$ cat src/rtl/unidade_controle_contagem.sv
// Control unit for a 4-bit load/count datapath: sequences clear, optional load,
// pausable counting and a completion pulse, with run statistics for debug.
module unidade_controle_contagem (
  input  logic       clock,
  input  logic       reset,
  input  logic       iniciar,
  input  logic       modo,
  input  logic       pausa,
  input  logic       fim,
  input  logic       igual,
  output logic       zera,
  output logic       carrega,
  output logic       conta,
  output logic       pronto,
  output logic       passou_igual,
  output logic [4:0] db_ciclos,
  output logic [3:0] db_estado
);

  typedef enum logic [3:0] {
    INICIAL    = 4'b0000,
    PREPARACAO = 4'b0001,
    CARGA      = 4'b0010,
    CONTAGEM   = 4'b0011,
    PAUSADO    = 4'b0100,
    FINAL      = 4'b0101
  } estado_t;

  estado_t    state_reg;
  estado_t    state_next;
  logic       modo_reg;
  logic [4:0] ciclos_reg;
  logic       passou_reg;

  always_comb begin
    state_next = INICIAL;
    case (state_reg)
      INICIAL:    state_next = iniciar ? PREPARACAO : INICIAL;
      PREPARACAO: state_next = modo_reg ? CARGA : CONTAGEM;
      CARGA:      state_next = CONTAGEM;
      // fim wins over pausa so a run never stalls on its last count
      CONTAGEM:   state_next = fim ? FINAL : (pausa ? PAUSADO : CONTAGEM);
      PAUSADO:    state_next = pausa ? PAUSADO : CONTAGEM;
      FINAL:      state_next = INICIAL;
      default:    state_next = INICIAL;
    endcase
  end

  // Commands are registered from the next state, so they always match state_reg
  always_ff @(posedge clock) begin
    if (reset) begin
      state_reg  <= INICIAL;
      modo_reg   <= 1'b0;
      ciclos_reg <= 5'd0;
      passou_reg <= 1'b0;
      zera       <= 1'b0;
      carrega    <= 1'b0;
      conta      <= 1'b0;
      pronto     <= 1'b0;
    end else begin
      state_reg <= state_next;
      if (state_reg == INICIAL && iniciar) begin
        modo_reg <= modo;
      end
      if (state_reg == PREPARACAO) begin
        ciclos_reg <= 5'd0;
        passou_reg <= 1'b0;
      end else if (state_reg == CONTAGEM) begin
        if (ciclos_reg != 5'd31) begin
          ciclos_reg <= ciclos_reg + 5'd1;
        end
        if (igual) begin
          passou_reg <= 1'b1;
        end
      end
      zera    <= (state_next == PREPARACAO);
      carrega <= (state_next == CARGA);
      conta   <= (state_next == CONTAGEM);
      pronto  <= (state_next == FINAL);
    end
  end

  assign passou_igual = passou_reg;
  assign db_ciclos    = ciclos_reg;
  assign db_estado    = state_reg;

endmodule

$ cat config.mk
export PLATFORM = sky130hd
export DESIGN_NAME = unidade_controle_contagem
export DESIGN_NICKNAME = d
export VERILOG_FILES = /design/src/rtl/unidade_controle_contagem.sv
export SDC_FILE = /design/constraint.sdc
export NUM_CORES = 1
export LEC_CHECK = 0
export BUFFER_PORTS_ARGS = -buffer_cell sky130_fd_sc_hd__buf_2
export CAP_MARGIN = 20
export CELL_PAD_IN_SITES_DETAIL_PLACEMENT = 0
export CELL_PAD_IN_SITES_GLOBAL_PLACEMENT = 1
export CORE_MARGIN = 2
export CORE_UTILIZATION = 33
export CTS_CLUSTER_DIAMETER = 150
export DETAILED_ROUTE_END_ITERATION = 6
export GPL_TIMING_DRIVEN = 0
export PLACE_DENSITY = 0.71
export SYNTH_ARGS = -nofsm -noshare
export SYNTH_HDL_FRONTEND = slang
export SYNTH_SLANG_ARGS = --single-unit
export TNS_END_PERCENT = 50
$ cat constraint.sdc
create_clock -name clock -period 1.6 [get_ports clock]
set_input_delay 0.16 -clock clock [delete_from_list [all_inputs] [get_ports clock]]
set_output_delay 0.16 -clock clock [all_outputs]
set_load 0.01 [all_outputs]
==> flow_metrics.tcl, run 1 <==
set metrics [dict create \
    netlist_top_cells_count "dfxtp_1, nor2_1, mux2i_1" \
    clk_latency_ps 280 \
    grt_antenna_before_repair 0 \
    clock_skew_ps 1.06 \
    cp_cell_sequence "ha_4, and3_4, ha_4, nor4bb_1, buf_4, nand4_1, mux2i_1" \
    period_needed_ps 1650 \
    dr_total_vias 607 \
    hold_start "modo" \
    synthArstFlopShare 0 \
    synth_area_sq_um 724 \
    hold_viol 0 \
    final_area_sq_um 950 \
    synthMostInstantiatedCell "dfxtp_1" \
    setup_viol 3 \
    cts-root-buf "clkbuf_4" \
    fill_cells 202 \
    max-vdd-ir-drop_mv 0.699 \
    fmax_mhz 607 \
    num_rows 16 \
    drt-initial-drc-count 7 \
    layout-drive-gt1-share 0.418 \
    grt_max_degree 11 \
    cap_viol_max_count 0 \
    grt_pass1_wl_um 2510 \
    status "finished, violations left" \
    area_delta_synth_final_pct 31.1 \
    cts.clk_slew.worst_paths_ps 80 \
    antenna_left 0 \
    whs_endpoint "modo_reg$_SDFFE_PP0N_" \
    clock-sinks 14 \
    die_w_um 50.9 \
    required_ps 1770 \
    cts_buffer_depth 2 \
    wire_per_inst_um 11.9 \
    cts-htree-levels 1 \
    worst_path_max_delay_cell "dfxtp_4" \
    synth.distinct_cells 36 \
    layout_setup_ws_ps -47.3 \
    cpMostUsedCell "ha_4" \
    timing.rr.end "db_ciclos[3]$_SDFFE_PP0P_" \
    drt-total-wl_um 1490 \
    whs_ps 117 \
    start_util 0.358 \
    synth_largest_area_cell "dfxtp_1" \
    fin_crit_sh 1.03 \
    worstRegToRegCells 7 \
    port_buffers 19 \
    place_hpwl_um 1130 \
    startpoint_type "flop" \
    synthFlopType "dfxtp_1" \
    r2r-start "db_ciclos[1]$_SDFFE_PP0P_" \
    die_y_um 50.9 \
    p_leak_nw 0.420 \
    synth_edf_count 0 \
    power_mw 1.04 \
    cp_slowest_stage_delay_ps 360 \
    fp.coreArea_sq_um 2020 \
    grt.total_usage 0.135 \
    vias_per_cell 4.86 \
    synth_seq_cells 14 \
    p_per_area_nw_per_um2 1090 \
    synth_cells 73 \
    ys_seq_area_frac 0.387 \
    synth.avg_cell_area_sq_um 9.92 \
    synth_warnings 0 \
    endpoint_kind "flop" \
    synth_top_cell_area_share 0.387 \
    violations "negative setup slack" \
    syn-num-nets 82 \
    synth.area.top_cells "dfxtp_1, mux2i_1, nor2_1" \
    dr.pass1.iters 3 \
    hold_path_class "in -> reg" \
    cts_tree "done" \
    largest_reg_flops 5 \
    dpl_cell_area_sq_um 871 \
    grt_pass1_vias 524 \
    worstPathMaxFanout 5 \
    cts_made_buffers 3 \
    dieArea_sq_um 2590 \
    slew_viol_final 0 \
    num_antenna_cells 0 \
    drc_errors 0 \
    reg2reg_setup_slack_ps -50 \
    gr-total-overflow 0 \
    setup.worst_path.start "db_ciclos[1]$_SDFFE_PP0P_" \
    hold_depth 3 \
    rsz0062_at_grt "yes" \
    critical_path_class "reg -> reg" \
    cp.arrival_ps 1820 \
    layout.nets 108 \
    io_pins 21 \
    place_congestion 0.771 \
]
## through the flow
step,worst slack [ps],TNS (ps),util,instances
global route,-109,-315,0.470,125
CTS,-73.9,-152,0.466,125
floorplan,3.13,0,-,73
detailed placement,-85.7,-267,0.431,119
global placement,-72.3,-211,0.431,119
finish,-47.3,-68.2,0.470,125
## layout by cell type (no fill, tap or decap)
cell type and instances:
o211a_1 1, buf_6 1, nand3b_1 3, and2_1 1, nand3_1 1, nand2b_1 2
nand2_1 2, or4b_4 1, dfxtp_4 2, or4b_1 1, xnor2_1 2, a21oi_1 2
a221oi_2 1, ha_4 2, nand4_1 1, and4_1 1, or3_1 1, nor2b_1 1
and4bb_2 1, clkbuf_1 1, nor4b_1 1, o211ai_1 1, nor2_1 9, and3_4 1
or3b_1 3, a211oi_1 1, buf_4 4, a211oi_2 2, clkbuf_8 1, and4b_1 1
conb_1 1, o31a_4 1, inv_1 1, mux2i_1 5, clkbuf_4 3, dfxtp_1 12
nor4bb_1 1, a31oi_1 1, buf_2 21
## power breakdown
group / internal (mW) / switching (mW)
registers: 0.391 / 0.0234
logic: 0.177 / 0.196
clock network: 0.138 / 0.109
## worst max path at each step
stage,endpoint,depth (start not counted),slack [ps]
final,db_ciclos[3]$_SDFFE_PP0P_,7,-50
after global routing,db_ciclos[3]$_SDFFE_PP0P_,7,-110
after CTS,db_ciclos[3]$_SDFFE_PP0P_,7,-70
after detailed placement,db_ciclos[3]$_SDFFE_PP0P_,7,-90
after global placement,db_ciclos[3]$_SDFFE_PP0P_,7,-70
after floorplan,db_ciclos[3]$_SDFFE_PP0P_,7,3
## repair_timing
action | CTS | global route
endpoints found under the setup margin | 5 | 6
gates cloned | 0 | 0
pin swaps | 3 | 1
gates resized for setup | 4 | 2
hold endpoints to repair | 0 | 0
hold buffers | 0 | 0
setup buffers | 2 | 0
## critical path, delay by kind of cell, from the launching register on
family	cells	cell delay, ps
adder cells (fa/ha/maj)	2	300
buffers and inverters	1	190
flip-flops	1	360
multiplexers	1	140
AND/OR/NAND/NOR	3	540
## routing by layer
metal / global-route usage / vias to the layer above / routed length [um]
met4: 0.0541 / 0 / 12
met2: 0.193 / 15 / 655
li1: - / 316 / -
met1: 0.176 / 274 / 742
met5: 0 / - / 0
met3: 0.0614 / 2 / 81
## layout make-up
| cell class | count | area (sq um) | area share |
|---|---|---|---|
| multi-input combinational | 52 | 438 | 0.461 |
| sequential | 14 | 288 | 0.303 |
| timing repair buffer | 21 | 110 | 0.116 |
| buffer | 6 | 40.0 | 0.0422 |
| clock buffer | 4 | 36.3 | 0.0382 |
| tap | 27 | 33.8 | 0.0356 |
| inverter | 1 | 3.75 | 0.00395 |
## cell families (layout without fill, tap and decap cells)
kind of cell               count (synthesis)  count (layout)  synth area share
and+or+nand+nor                           32              32             0.294
DFF                                       14              14             0.387
AOI/OAI and AO/OA                         10              10             0.130
buffers and inverters                      7              32            0.0570
muxes                                      5               5            0.0691
adders and majority gates                  2               2            0.0345
xor gates and xnor gates                   2               2            0.0242
other                                      1               1           0.00518
Note: power is estimated with default switching activity, not from simulation.
==> inputs of run 2 (changes only) <==
Settings changed: BUFFER_PORTS_ARGS -buffer_cell sky130_fd_sc_hd__buf_2 to default, CORE_UTILIZATION 33 to 40, DONT_BUFFER_PORTS from default to 1, PLACE_DENSITY 0.71 to 0.76, SLEW_MARGIN from default to 0.
==> run 2 against run 1 <==
  * First-iteration DRC count rose by 86%
  * Critical path depth did not move
  * Total power fell by 2.8%
  * Sequential power increased by 7.7%
  * Design area decreased by 11%
  * Sequential share of layout area grew 3.6 points
  * The flow still finishes with violations (negative setup slack)
  * Critical endpoint unchanged
  * Register-to-register slack about the same
  * Global-route usage increased by 2.6 points
  * Clock-buffer cell count unchanged
==> flow_metrics.tcl, run 2 (synthesis gave the netlist of run 1 again) <==
set metrics [dict create \
    status "finished, violations left" \
    violations "negative setup slack" \
    drc_errors 0 \
    required_ps 1780 \
    start_util 0.424 \
    power_mw 1.01 \
    area_delta_synth_final_pct 16.6 \
    fin_util 0.495 \
    drt-total-wl_um 1430 \
    whs_ps 18.0 \
    endpoint_kind "flop" \
    setup_viol 3 \
    fmax_mhz 602 \
    r2r-start "db_ciclos[0]$_SDFFE_PP0P_" \
    hold_start "igual" \
    drt-initial-drc-count 13 \
    cp_cell_sequence "ha_4, and3_4, ha_4, nor4bb_2, buf_4, nand4_1, mux2i_1" \
    layout_common_cells "dfxtp_1, nor2_1, mux2i_1" \
    vias_per_cell 5.29 \
    clock-sinks 14 \
    fp.coreArea_sq_um 1710 \
    cpMostUsedCell "ha_4" \
    clock_skew_ps 0.911 \
    cts.clk_slew.worst_paths_ps 90 \
    dieArea_sq_um 2170 \
    die_w_um 46.6 \
    dr_total_vias 540 \
    final_area_sq_um 845 \
    cts-root-buf "clkbuf_4" \
    num_antenna_cells 0 \
    dpl_cell_area_sq_um 773 \
    hold_viol 0 \
    cp.arrival_ps 1840 \
    crit_family "simple AND/OR/NAND/NOR gates" \
    antenna_left 0 \
    clk_latency_ps 280 \
    cts_tree "done" \
    layout.nets 87 \
    largest_reg_flops 5 \
    worstPathMaxFanout 5 \
    slew_viol_final 0 \
    gr-total-overflow 0 \
    dr.pass1.iters 4 \
    layout_setup_ws_ps -61.8 \
    rsz0062_at_grt "yes" \
    mostFrequentLayoutCell "dfxtp_1" \
    port_buffers 0 \
    worst_path_max_delay_cell "dfxtp_4" \
    place_hpwl_um 1030 \
    place_ws_ps -129 \
    holdBufCountCts 0 \
    period_needed_ps 1660 \
    wire_per_inst_um 14.0 \
    io_pins 21 \
    cts-htree-levels 1 \
    startpoint_type "flop" \
    grt_antenna_before_repair 0 \
    cts_buffer_depth 2 \
    cap_viol_max_count 0 \
    p_per_area_nw_per_um2 1190 \
    grt_pass1_vias 510 \
    path_buf_inv 1 \
    num_rows 15 \
    grt_max_degree 11 \
    p_leak_nw 0.318 \
    finalNonFillerCells 102 \
    critical_path_class "reg -> reg" \
    die_y_um 46.6 \
    place_congestion 0.713 \
    grt.total_usage 0.162 \
    fin_crit_sh 1.04 \
    cts_made_buffers 3 \
    place_inst 98 \
    grt_pass1_wl_um 2390 \
    cp_slowest_stage_delay_ps 380 \
    hold_path_class "in -> reg" \
    setup.worst_path.start "db_ciclos[0]$_SDFFE_PP0P_" \
    layout-drive-gt1-share 0.299 \
    max-vdd-ir-drop_mv 0.472 \
    tns_ps -135 \
]
-- run 2: what timing repair did --
action,4_1_cts,5_1_grt
setup buffers,0,0
resized for setup,3,5
pin swaps,2,0
setup endpoints to repair,5,9
-- run 2: where the power goes --
group	switching, mW	internal [mW]
Sequential	0.0520	0.395
Combinational	0.155	0.147
Clock	0.119	0.138
Total	0.326	0.681
-- run 2: worst paths after layout --
path	endpoint	slack (ps)	cells past startpoint
max	db_ciclos[3]$_SDFFE_PP0P_	-60	7
min	passou_igual$_SDFFE_PP0P_	20	2
max reg2reg	db_ciclos[3]$_SDFFE_PP0P_	-60	7
min reg2reg	modo_reg$_SDFFE_PP0N_	520	2
-- run 2: worst register-to-register path: cells and delay by family, from the launching register on --
family / cells / cell delay (ps)
adders and majority gates: 2 / 310
buffers and inverters: 1 / 190
DFF: 1 / 380
muxes: 1 / 140
and+or+nand+nor: 3 / 540
-- run 2: routing by layer --
layer | part of all wire | vias up | track usage
met3 | 0.033 | 4 | 0.0549
met1 | 0.48 | 250 | 0.207
met4 | 0.017 | 0 | 0.0857
met2 | 0.47 | 12 | 0.236
li1 | - | 274 | -
met5 | 0 | - | 0
-- run 2: area by class of cell --
type	count	area, sq um
fillers	169	863
well taps	25	31.3
clock buffers	4	36.3
inverters	1	3.75
multi-input cells	52	447
plain buffers	6	40.0
flip-flops and latches	14	287
